File: config.mk
export PLATFORM = sky130hd
export DESIGN_NAME = lcd_controller
export DESIGN_NICKNAME = d
export VERILOG_FILES = /design/src/rtl/lcd_controller.sv
export SDC_FILE = /design/constraint.sdc
export NUM_CORES = 1
export LEC_CHECK = 0
export ABC_AREA = 1
export BUFFER_PORTS_ARGS = -buffer_cell sky130_fd_sc_hd__buf_2
export CELL_PAD_IN_SITES_DETAIL_PLACEMENT = 0
export CELL_PAD_IN_SITES_GLOBAL_PLACEMENT = 1
export CORE_MARGIN = 4
export CORE_UTILIZATION = 43
export DETAILED_ROUTE_END_ITERATION = 10
export GPL_TIMING_DRIVEN = 0
export PLACE_DENSITY = 0.82
export SLEW_MARGIN = 20
export SYNTH_ARGS = -nofsm -noshare
export SYNTH_HDL_FRONTEND = slang
export SYNTH_SLANG_ARGS = --single-unit
File: constraint.sdc
create_clock -name i_clk -period 2.3 [get_ports i_clk]
set_input_delay 0.46 -clock i_clk [delete_from_list [all_inputs] [get_ports i_clk]]
set_output_delay 0.46 -clock i_clk [all_outputs]
set_load 0.01 [all_outputs]
File: src/rtl/lcd_controller.sv
// HD44780 bus sequencer for a 16x2 character LCD: power-on init, then timed write transfers.
// Optional LCD_REQ_FIFO_EN places a 4-entry request FIFO in front of the sequencer.
module lcd_controller #(
  parameter int T_PWRON = 750000,
  parameter int T_SETUP = 4,
  parameter int T_EN    = 12,
  parameter int T_HOLD  = 2,
  parameter int T_EXEC  = 2000,
  parameter int T_CLEAR = 82000,
  parameter int CNT_W   = 20
) (
  input  logic       i_clk,
  input  logic       i_reset,
  input  logic       i_req_vld,
  input  logic       i_req_rs,
  input  logic [7:0] i_req_data,
  output logic       o_req_rdy,
  output logic       o_busy,
  output logic       o_init_done,
  output logic       o_lcd_on,
  output logic       o_lcd_en,
  output logic       o_lcd_rs,
  output logic       o_lcd_rw,
  output logic [7:0] o_lcd_data
);

  typedef enum logic [2:0] {
    PWR_WAIT,
    INIT_LOAD,
    SETUP,
    EN_HI,
    HOLD,
    EXEC_WAIT,
    IDLE
  } state_t;

  localparam logic [CNT_W-1:0] PWRON_LAST = CNT_W'(T_PWRON - 1);
  localparam logic [CNT_W-1:0] SETUP_LAST = CNT_W'(T_SETUP - 1);
  localparam logic [CNT_W-1:0] EN_LAST    = CNT_W'(T_EN - 1);
  localparam logic [CNT_W-1:0] HOLD_LAST  = CNT_W'(T_HOLD - 1);
  localparam logic [CNT_W-1:0] EXEC_LAST  = CNT_W'(T_EXEC - 1);
  localparam logic [CNT_W-1:0] CLEAR_LAST = CNT_W'(T_CLEAR - 1);

  state_t           state, state_d;
  logic [CNT_W-1:0] cnt, cnt_d;
  logic [1:0]       idx;
  logic             req_rs;
  logic [7:0]       req_data;
  logic             accept;
  logic             src_rs;
  logic [7:0]       src_data;
  logic             long_cmd;
  logic [CNT_W-1:0] wait_last;
  logic             exec_done;

  function automatic logic [7:0] init_rom(input logic [1:0] i);
    case (i)
      2'd0:    init_rom = 8'h38;
      2'd1:    init_rom = 8'h0C;
      2'd2:    init_rom = 8'h01;
      default: init_rom = 8'h06;
    endcase
  endfunction

`ifdef LCD_REQ_FIFO_EN
  logic [8:0] fifo_mem [4];
  logic [1:0] wr_ptr, rd_ptr;
  logic [2:0] fifo_cnt;
  logic       fifo_full, fifo_empty, push;

  assign fifo_full  = (fifo_cnt == 3'd4);
  assign fifo_empty = (fifo_cnt == 3'd0);
  // lcd_on doubles as an out-of-reset flag so rdy reads 0 while reset is held
  assign o_req_rdy  = o_lcd_on & !fifo_full;
  assign push       = i_req_vld & o_req_rdy;
  assign accept     = (state == IDLE) & !fifo_empty;
  assign o_busy     = (state != IDLE) | !fifo_empty;
  assign {src_rs, src_data} = fifo_mem[rd_ptr];

  always_ff @(posedge i_clk) begin
    if (push) fifo_mem[wr_ptr] <= {i_req_rs, i_req_data};
  end

  always_ff @(posedge i_clk) begin
    if (i_reset) begin
      wr_ptr   <= '0;
      rd_ptr   <= '0;
      fifo_cnt <= '0;
    end else begin
      if (push)   wr_ptr <= wr_ptr + 2'd1;
      if (accept) rd_ptr <= rd_ptr + 2'd1;
      fifo_cnt <= fifo_cnt + 3'(push) - 3'(accept);
    end
  end
`else
  assign o_req_rdy = (state == IDLE);
  assign o_busy    = (state != IDLE);
  assign accept    = (state == IDLE) & i_req_vld;
  assign src_rs    = i_req_rs;
  assign src_data  = i_req_data;
`endif

  assign o_lcd_rw  = 1'b0;
  assign long_cmd  = !o_lcd_rs && (o_lcd_data == 8'h01 || o_lcd_data == 8'h02 ||
                                   o_lcd_data == 8'h03);
  assign wait_last = long_cmd ? CLEAR_LAST : EXEC_LAST;
  assign exec_done = (state == EXEC_WAIT) && (cnt == wait_last);

  always_comb begin
    state_d = state;
    cnt_d   = '0;
    case (state)
      PWR_WAIT:  if (cnt == PWRON_LAST) state_d = INIT_LOAD; else cnt_d = cnt + CNT_W'(1);
      INIT_LOAD: state_d = SETUP;
      SETUP:     if (cnt == SETUP_LAST) state_d = EN_HI;     else cnt_d = cnt + CNT_W'(1);
      EN_HI:     if (cnt == EN_LAST)    state_d = HOLD;      else cnt_d = cnt + CNT_W'(1);
      HOLD:      if (cnt == HOLD_LAST)  state_d = EXEC_WAIT; else cnt_d = cnt + CNT_W'(1);
      EXEC_WAIT: begin
        if (exec_done) begin
          if (!o_init_done && idx != 2'd3) state_d = INIT_LOAD;
          else                             state_d = IDLE;
        end else begin
          cnt_d = cnt + CNT_W'(1);
        end
      end
      IDLE:      if (accept) state_d = INIT_LOAD;
      default:   state_d = PWR_WAIT;
    endcase
  end

  always_ff @(posedge i_clk) begin
    if (i_reset) begin
      state       <= PWR_WAIT;
      cnt         <= '0;
      idx         <= '0;
      o_init_done <= 1'b0;
      o_lcd_on    <= 1'b0;
      o_lcd_en    <= 1'b0;
      o_lcd_rs    <= 1'b0;
      o_lcd_data  <= '0;
      req_rs      <= 1'b0;
      req_data    <= '0;
    end else begin
      state    <= state_d;
      cnt      <= cnt_d;
      o_lcd_on <= 1'b1;
      o_lcd_en <= (state_d == EN_HI);
      if (accept) begin
        req_rs   <= src_rs;
        req_data <= src_data;
      end
      // Software requests reuse INIT_LOAD, so SETUP is always entered from there
      if (state == INIT_LOAD) begin
        if (o_init_done) begin
          o_lcd_rs   <= req_rs;
          o_lcd_data <= req_data;
        end else begin
          o_lcd_rs   <= 1'b0;
          o_lcd_data <= init_rom(idx);
        end
      end
      if (exec_done && !o_init_done) begin
        if (idx == 2'd3) o_init_done <= 1'b1;
        else             idx         <= idx + 2'd1;
      end
    end
  end

endmodule
# Word-level counts from Yosys, hierarchy flattened
# Cells that the tools add are included.
[word_totals]
reg_bits = 46
latch_bits = 0
mem_bits_rw = 0
romBits = 0
in_bits = 12
wordCells = 65
n_memories = 0
[op_classes]
addsub = 2
mul = 0
div_mod_pow = 0
magnitude_cmp = 0
n_eq_ne = 20
shifts = 0
muxes = 19
n_bitwise = 2
reduce_logical = 12
[ops]
columns = ["operator", "n"]
rows = [
  ["two-way mux 20 bit", 5],
  ["case mux 20 bit (5 select lines)", 1],
  ["two-way mux 3 bit", 7],
  ["case mux 3 bit (7 select lines)", 1],
  ["adder 20 x 1 -> 20 bit (second input constant)", 1],
  ["== test 20 x 1 -> 1 bit (second input constant)", 1],
  ["== test 20 x 17 -> 1 bit", 1],
  ["== test 20 x 2 -> 1 bit (second input constant)", 1],
  ["== test 20 bit (second input constant)", 1],
  ["== test 20 x 4 -> 1 bit (second input constant)", 1],
  ["case mux 6 bit (3 select lines)", 1],
  ["two-way mux 17 bit", 1],
  ["== test 8 x 2 -> 1 bit (second input constant)", 2],
  ["== test 3 x 2 -> 1 bit (second input constant)", 3],
  ["== test 3 bit (second input constant)", 3],
  ["== test 8 x 1 -> 1 bit (second input constant)", 1],
  ["two-way mux 8 bit", 1],
  ["== test 2 bit (second input constant)", 2],
  ["logical AND 1 bit", 4],
  ["AND reduction 2 bit", 2],
  ["== test 3 x 1 -> 1 bit (second input constant)", 1],
  ["logical NOT 3 bit", 1],
  ["inequality test 3 bit (second input constant)", 1],
  ["adder 2 x 1 -> 2 bit (second input constant)", 1],
  ["8 further kinds", 11],
]

# Longest topological paths before layout
# Gate-level depths: netlist of the first run.
[depth]
ltp_word = 10
mapped_depth = 12
depth_no_buf = 12

# Worst setup path before layout of the first run
# Ideal clock, no wire load.
[synth_path]
path_kind = "reg2reg"
from = "register cnt[0]"
to = "register cnt[6]"
setup_time_ns = 0.121
t_arrival_ns = 1.585
required_time_ns = 2.179
slack_ns = 0.594
stages_incl_launch_ff = 12
n_path_buf = 1
synth_period_minus_slack_ns = 1.706
path_cell_list = "dfxtp_1 -> ha_1 -> inv_1 -> nor3_1 -> nand3_1 -> nand2_1 -> nand3_2 -> nor2_4 -> nand2_4 -> nand2_4 -> buf_12 -> nor2_4"
[synth_between]
elab_chain_cells = 4
elab_cells_between_ends = 13
[synth_rtl]
columns = ["element", "line_no", "source"]
rows = [
  ["start: declaration", "45", "logic [CNT_W-1:0] cnt, cnt_d;"],
  ["start signal: assignment", "145", "cnt <= cnt_d;"],
  ["parallel branches: the longest is 3 deep, another holds adder 20 x 1 -> 20 bit", "--", ""],
  ["case mux 20 bit (5 select lines) (*)", "112", "case (state)"],
]
# Every way passes the cells marked *.
# A chain may end at the register's enable or synchronous reset.

# Final worst setup path of the first run
[layout_path]
from = "register cnt[0]"
to = "register cnt[4]"
# Same word-level chain as after synthesis.

==> results summary, run 1 <==
The flow ran to the end, and the final reports show no timing, DRC or antenna violations. The average footprint of a synthesized cell is 7.41 um2. The xor/xnor share of the synthesized area came out at 3.98%. Counting instances, the worst hold path has a depth of 3. The proportion of synthesized flip-flops having asynchronous set or reset came out at 0%. TritonCTS built the clock tree. The largest family of logic cells by synthesized area is simple AND/OR/NAND/NOR gates.

Per report_power, the combinational group accounts for 3.9% of the total. The count of antenna-violating nets left after detailed routing is 0. At the later pin of the worst-skew pair, clock insertion delay measures 0.30 ns.

The H-tree was split into 2 levels. Of all cell types, the one taking the most synthesized area is dfxtp_1. The synthesis-stage register bit count is 46.

The final setup skew came out at 0.00810 ns. The total vias in the final route is 2286. The total number of nets in the final design is 405. The internal power consumption came out at 1.17 mW.

The compound-gate portion of the synthesized area is 8.97%. The number of nets in the synthesized netlist is 375. Per report_power, the sequential group accounts for 54.0% of the total.

The total area inside the core boundary comes to 5920 um2. In the post-synthesis netlist, the biggest area contributors are dfxtp_1 (35%), nand2_1 (8.4%), inv_1 (5.6%), nor2_1 (5.3%), nor2_4 (5.1%). The number of antenna violations at the first check in global routing came to 0. The number of max-cap violations is 0. The average detailed-routed wire length per instance came out at 12.8 um. After synthesis, the share of cell area in mux cells is 0%. The sum of overflow across all layers after global routing came out at 0. The endpoint required time on the critical path came out at 2.49 ns. Clock-pin slew was measured on the worst setup and hold paths at 0.09 ns. The number of buffers created by CTS came out at 5.

The post-DP HPWL came out at 4.55 mm. The deepest clock path buffer count is 2. The I/O pin count is 27. The switching power share of the total is 21.6%. The proportion of synthesized chip area in sequential cells is 34.9%. Setup repair after global routing left no endpoint under its margin. STA classifies the critical path endpoint as a flip-flop. The most common library cell in the layout ignoring fill and taps is nand2_1.

The remaining max-slew budget at the tightest pin is 52.1%. The launching element type of the critical path is a flip-flop. The number of port buffers came out at 23.

The worst setup path is of the flip-flop to flip-flop kind. Setup total negative slack on the finished layout was measured at 0 ns. The number of antenna cells inserted is 0. The first detailed-routing pass ran for 4 iterations. The leakage power summed over all cells came out at 1.24 nW. The max-slew violation count came out at 0. For the pin with the worst max-slew slack, the measured transition is 0.716 ns. The depth of the most critical reg-to-reg path is 11. The part of the total power dissipated in the clock network came out at 42.1%. The final period demand of the worst path came out at 1.97 ns.

Of the total synthesized cell area, the portion taken by full adders, half adders and majority gates is 3.32%. The site row count came out at 28. The number of flops mapped to enable cells by yosys came out at 0. For this run, design rule violations remaining after detail routing come to 0. The number of filler instances in the final layout is 618. The worst path arrival time is 2.16 ns. The horizontal die dimension is 86.3 um. The top cell types in the final layout, fill and taps aside, are nand2_1 (59), dfxtp_1 (46), inv_1 (39). The worst hold-check slack is 0.418 ns. The count of endpoints failing setup in the final report came out at 0.

The highest attainable clock frequency is 0.509 GHz. The distinct cell type count of the synthesized netlist is 39. The share of layout cells above drive strength 1 is 20.7%. The congestion estimate from routability-driven global placement came to 0.829.

The number of hold buffers added after CTS was 0. Once the floorplan was initialized, standard cells occupied 44.5% of the core. The global-route usage over all layers came out at 17.0%. The simple-gate share of the synthesized area came out at 38.6%. The critical-path maximum fanout came out at 10. The total length of routed wires is 5.92 mm.

The largest voltage drop on the vdd net came out at 0.261 mV. In this run the clock root is driven by a clkbuf_8. The net switching power is 324 uW.

The summed instance area of the synthesized netlist came out at 2640 um2. The number of resized instances in the post-cts repair step is 0. The worst path uses 85.5% of the clock period. The worst hold path class is input port to flip-flop. The maximum number of pins on one net before global-route repair is 14. After synthesis, the largest area contributor takes up 34.9% of total cell area. The wire length of the first global-routing pass is 10.3 mm. The count of final hold-check violations is 0.

The tree built by TritonCTS fans out to 46 sinks. The power per standard cell area is 505 nW/um2. The floorplan step defined a die boundary enclosing 7450 um2. Relative to the synthesized area, the layout overhead comes to 12.2%. The total of warnings raised by yosys came out at 0. In the synthesized netlist the dominant register cell turns out to be dfxtp_1. The via count of the first global-routing pass came to 2157. The die boundary height is 86.3 um. In this run, the number of DRC markers left after iteration 0 of detailed routing was 141. The buffer count from post-CTS setup fixing came out at 0. Synthesis produced 356 cells. The ratio of routed vias to standard cells came out at 4.96.
-- logic make-up (layout without fill, tap and decap cells) --
family | after synthesis | in the layout
other cells | 1 | 1
compound gates | 42 | 42
fa+ha+maj | 7 | 7
flops | 46 | 46
xor+xnor | 12 | 12
simple gates | 188 | 188
buf+inv | 60 | 90
-- worst paths after layout --
| path | from | end | slack, ns |
|---|---|---|---|
| max | cnt[0] | cnt[4] | 0.33 |
| min | i_req_data[5] | req_data[5] | 0.42 |
| max reg2reg | cnt[0] | cnt[4] | 0.33 |
| min reg2reg | req_data[4] | req_data[4] | 0.46 |
-- power by group through the flow --
stage	logic (mW)	clock network, mW	registers, mW
global placement	0.0586	0	0.825
finish	0.0589	0.629	0.807
floorplan	0.0407	0	0.825
detailed placement	0.0593	0	0.826
CTS	0.0595	0.643	0.807
global route	0.0656	0.670	0.808
-- routing by layer --
metal	track usage (%)	up-vias	part of all wire, %
li1	-	1206	-
met4	4.53	0	1.0
met1	25.8	1044	53
met3	2.85	5	3.0
met2	24.8	31	43
met5	0	-	0
-- worst max-delay path: stages (launching register included) --
cell and delay (ns):
dfxtp_1 0.38, ha_1 0.31, inv_1 0.12, nor3_1 0.21, nand3_1 0.10, nand2_1 0.08
nand3_2 0.10, nor2_4 0.11, nand2_4 0.10, nand2_4 0.11, buf_12 0.18, nor2_4 0.04
-- cell usage after synthesis (5+ instances only) --
cell type	instances
nand2_1	59
dfxtp_1	46
inv_1	39
nor2_1	37
nand3_1	24
a21oi_1	21
nand4_1	15
nor2_4	12
o21ai_0	10
nand2_2	9
nor3_1	9
xor2_1	9
clkbuf_1	7
ha_1	7
a31oi_1	6
inv_2	6
nor2_2	5
-- metrics by stage --
stage / power, mW / instance area, um2 / util (%) / setup slack [ns] / cells
2_1_floorplan: 0.866 / 2640 / - / 0.594 / 356
3_3_place_gp: 0.884 / 2850 / 48.1 / 0.387 / 454
3_5_place_dp: 0.885 / 2850 / 48.1 / 0.362 / 454
4_1_cts: 1.51 / 2960 / 50.0 / 0.328 / 461
5_1_grt: 1.54 / 2960 / 50.0 / 0.0656 / 461
6_report: 1.49 / 2960 / 50.0 / 0.334 / 461
-- area by class of cell --
class / instances / area [um2] / share of cell area, %
clock inverters: 1 / 30.0 / 1.01
multi-input cells: 250 / 1450 / 49.0
well taps: 75 / 93.8 / 3.17
plain buffers: 13 / 88.8 / 3.00
clock buffers: 6 / 82.6 / 2.79
repair buffers: 23 / 115 / 3.89
flip-flops and latches: 46 / 921 / 31.1
inverters: 47 / 176 / 5.96
-- sequential cells by signal (all words and copies together), names as in the netlist --
signal and count:
cnt 20, o_lcd_rs 1, o_lcd_en 1, idx 2, state 3, o_lcd_on 1, req_data 8, o_init_done 1
req_rs 1, o_lcd_data 8
Power figures use the tool's default switching activity.
==> inputs of run 2 (changes only) <==
--- a/config.mk
+++ b/config.mk
@@ -12,7 +12,6 @@
 export CORE_MARGIN = 4
 export CORE_UTILIZATION = 43
 export DETAILED_ROUTE_END_ITERATION = 10
-export GPL_TIMING_DRIVEN = 0
 export PLACE_DENSITY = 0.82
 export SLEW_MARGIN = 20
 export SYNTH_ARGS = -nofsm -noshare
==> run 2 against run 1 <==
  * Critical path depth fell by 6
  * Count of clock-buffer cells in the layout grew 1
  * Worst hold slack improved by 0.0087 ns
  * Non-clock buffer count decreased by 7
  * Final area is 2.4% lower
  * Clock power fell by 19%
  * Largest cell class unchanged
  * First-iteration DRC count up 23%
  * Critical endpoint is now o_busy
==> results summary, run 2 (synthesized netlist as in run 1, its figures left out) <==
The run finished with clean final reports. The count of endpoints failing setup in the final report is 0. The storage element area came out at 921 um2. Buffers placed on the I/O ports in this run total 25. For this design, the sink count on the clock tree is 46. Wires add up to 5.90 mm. The core area is 5920 um2. The startpoint of the worst register-to-register path is cnt[0]. After clock tree synthesis, the repair step resized 0 gates. The number of antenna cells inserted is 0. In this run the core area contains 28 standard-cell rows.

The count of antenna-violating nets left after detailed routing is 0. The clock insertion delay at the later pin of the skew report came out at 0.29 ns. The overall die area came out at 7450 um2. Counting I/O delays and the setup requirement, the final critical path takes 2.07 ns. The sum of overflow across all layers after global routing came out at 0. The ratio of routed vias to standard cells came out at 4.95.

The final cell area excluding filler cells is 2890 um2. The number of antenna violations at the first check in global routing came out at 0. The hold-critical path depth came out at 3. 27 I/O pins were placed.

The launching element type of the critical path is a flip-flop. The horizontal die dimension is 86.3 um. The last weighted congestion value of the routability-driven placer is 0.898. The count of final hold-check violations is 0. Setup repair after global routing left no endpoint under its margin. The depth of the CTS H-tree is 2. The initial utilization of the core area, before any placement, comes to 44.5%. The post-route netlist has 21.1% of its cells at a drive strength greater than 1.

The number of buffers created by CTS came out at 5. The number of hold buffers added after CTS was 0. The startpoint of the worst hold path is i_req_data[7]. The max-slew violation count is 0. Clock tree synthesis selected as its root buffer the cell clkbuf_8. Summed over all nets, the half-perimeter wirelength after detailed placement is 4.46 mm. Timing would allow up to 0.484 GHz.

For the worst setup path, the data required time is 1.84 ns. The power per standard cell area is 474 nW/um2. The setup check on the worst reg-to-reg path leaves a slack of 0.33 ns. The final clock period utilization by the worst path is 89.8%.

The pre-CTS setup slack is 0.320 ns. The worst path arrival time came out at 1.61 ns. The tightest min-delay check is of the input port to flip-flop type. The critical-path maximum fanout is 8. The average detailed-routed wire length per instance came out at 13.0 um.

For this block, the initial DRC count from the detailed router was 174. The first global-routing pass estimated 10.2 mm of wire. Setup slack closes at 0.234 ns. The number of filler instances in the final layout came out at 596. Across every metal layer, demand over resource in global routing totals 16.9%.

The largest registers in the layout are cnt x20, o_lcd_data x8, req_data x8. TritonCTS built the clock tree. Entering global routing, the biggest net connects 18 pins. VDD sags by at most 0.235 mV. The most common library cell in the layout ignoring fill and taps is nand2_1. The buffer count from post-CTS setup fixing is 0. On the final layout, the worst clock skew is 0.00662 ns.

After detailed placement, the total cell area comes to 2800 um2. The leakage power summed over all cells is 1.21 nW. The worst setup path is captured at an output pin.

The most flop-heavy register is cnt. The top cell types in the final layout, fill and taps aside, are nand2_1 (59), dfxtp_1 (46), inv_1 (39). For hold timing, the worst endpoint is req_data[7]. The depth of the most critical reg-to-reg path came out at 10.

The die boundary height is 86.3 um. The clock input transition at the sequential cells of the worst setup and hold paths came out at 0.08 ns. The worst hold-check slack came out at 0.427 ns. The remaining routing DRC violations came out at 0.

The area growth from synthesis to layout is 9.54%. The worst register-to-register path ends at cnt[16]. The via count of the first global-routing pass is 2129. The number of max-cap violations came out at 0. The total vias in the final route is 2254. Before antenna repair, the detailed router went through 5 iterations. The deepest clock path buffer count came out at 2. The multi-input combinational cell area is 1450 um2. The total number of nets in the final design came out at 398. The register with the most flip-flops in the layout has 20 of them. Setup total negative slack on the finished layout was measured at 0 ns. The classification of the worst setup path is flip-flop to output pin.
==> run 2: cell count changes in the layout (fill, tap and decap cells not counted) <==
cell / before / now
buf_4: 2 / 4
clkinv_2: 0 / 1
buf_2: 24 / 25
bufinv_16: 1 / 0
buf_6: 2 / 0
clkbuf_1: 7 / 1
buf_12: 1 / 0
==> run 2: final cells by class <==
class / count / share of cell area [%]
sequential: 46 / 31.9
clock buffer: 7 / 2.99
clock inverter: 1 / 0.173
tap: 75 / 3.25
multi-input combinational: 250 / 50.2
timing repair buffer: 29 / 5.37
inverter: 47 / 6.11
==> run 2: worst max-delay path, stage by stage (launching register included) <==
cell	delay [ns]
dfxtp_1	0.53
nand2_1	0.12
nor2_1	0.26
buf_4	0.21
inv_1	0.05
buf_2	0.13
==> run 2: worst max-delay path by stage <==
stage               to     start  slack (ns)  depth (start not counted)
3_3_place_gp   cnt[16]    cnt[0]        0.38                         10
3_5_place_dp   cnt[16]    cnt[0]        0.32                         10
6_report        o_busy  state[2]        0.23                          5
4_1_cts         o_busy  state[2]        0.23                          5
5_1_grt         o_busy  state[2]        0.10                          5
2_1_floorplan   cnt[6]    cnt[0]        0.59                         11
==> run 2: where the power goes <==
part	internal, mW	leakage, nW	switching, mW
Clock	0.243	0.0482	0.264
Sequential	0.801	0.371	0.00582
Combinational	0.0189	0.789	0.0359
==> run 2: per-stage QoR <==
stage / utilization, % / std cells / power [mW]
finish: 48.8 / 455 / 1.37
detailed placement: 47.3 / 447 / 0.881
CTS: 48.8 / 455 / 1.39
global route: 48.8 / 455 / 1.44
floorplan: - / 356 / 0.866
global placement: 47.3 / 447 / 0.880
==> run 2: routing by layer <==
metal,global-route usage [%],wire length [um]
met5,0,0
met4,4.25,57
met3,2.76,275
met2,24.9,2530
met1,25.4,3030
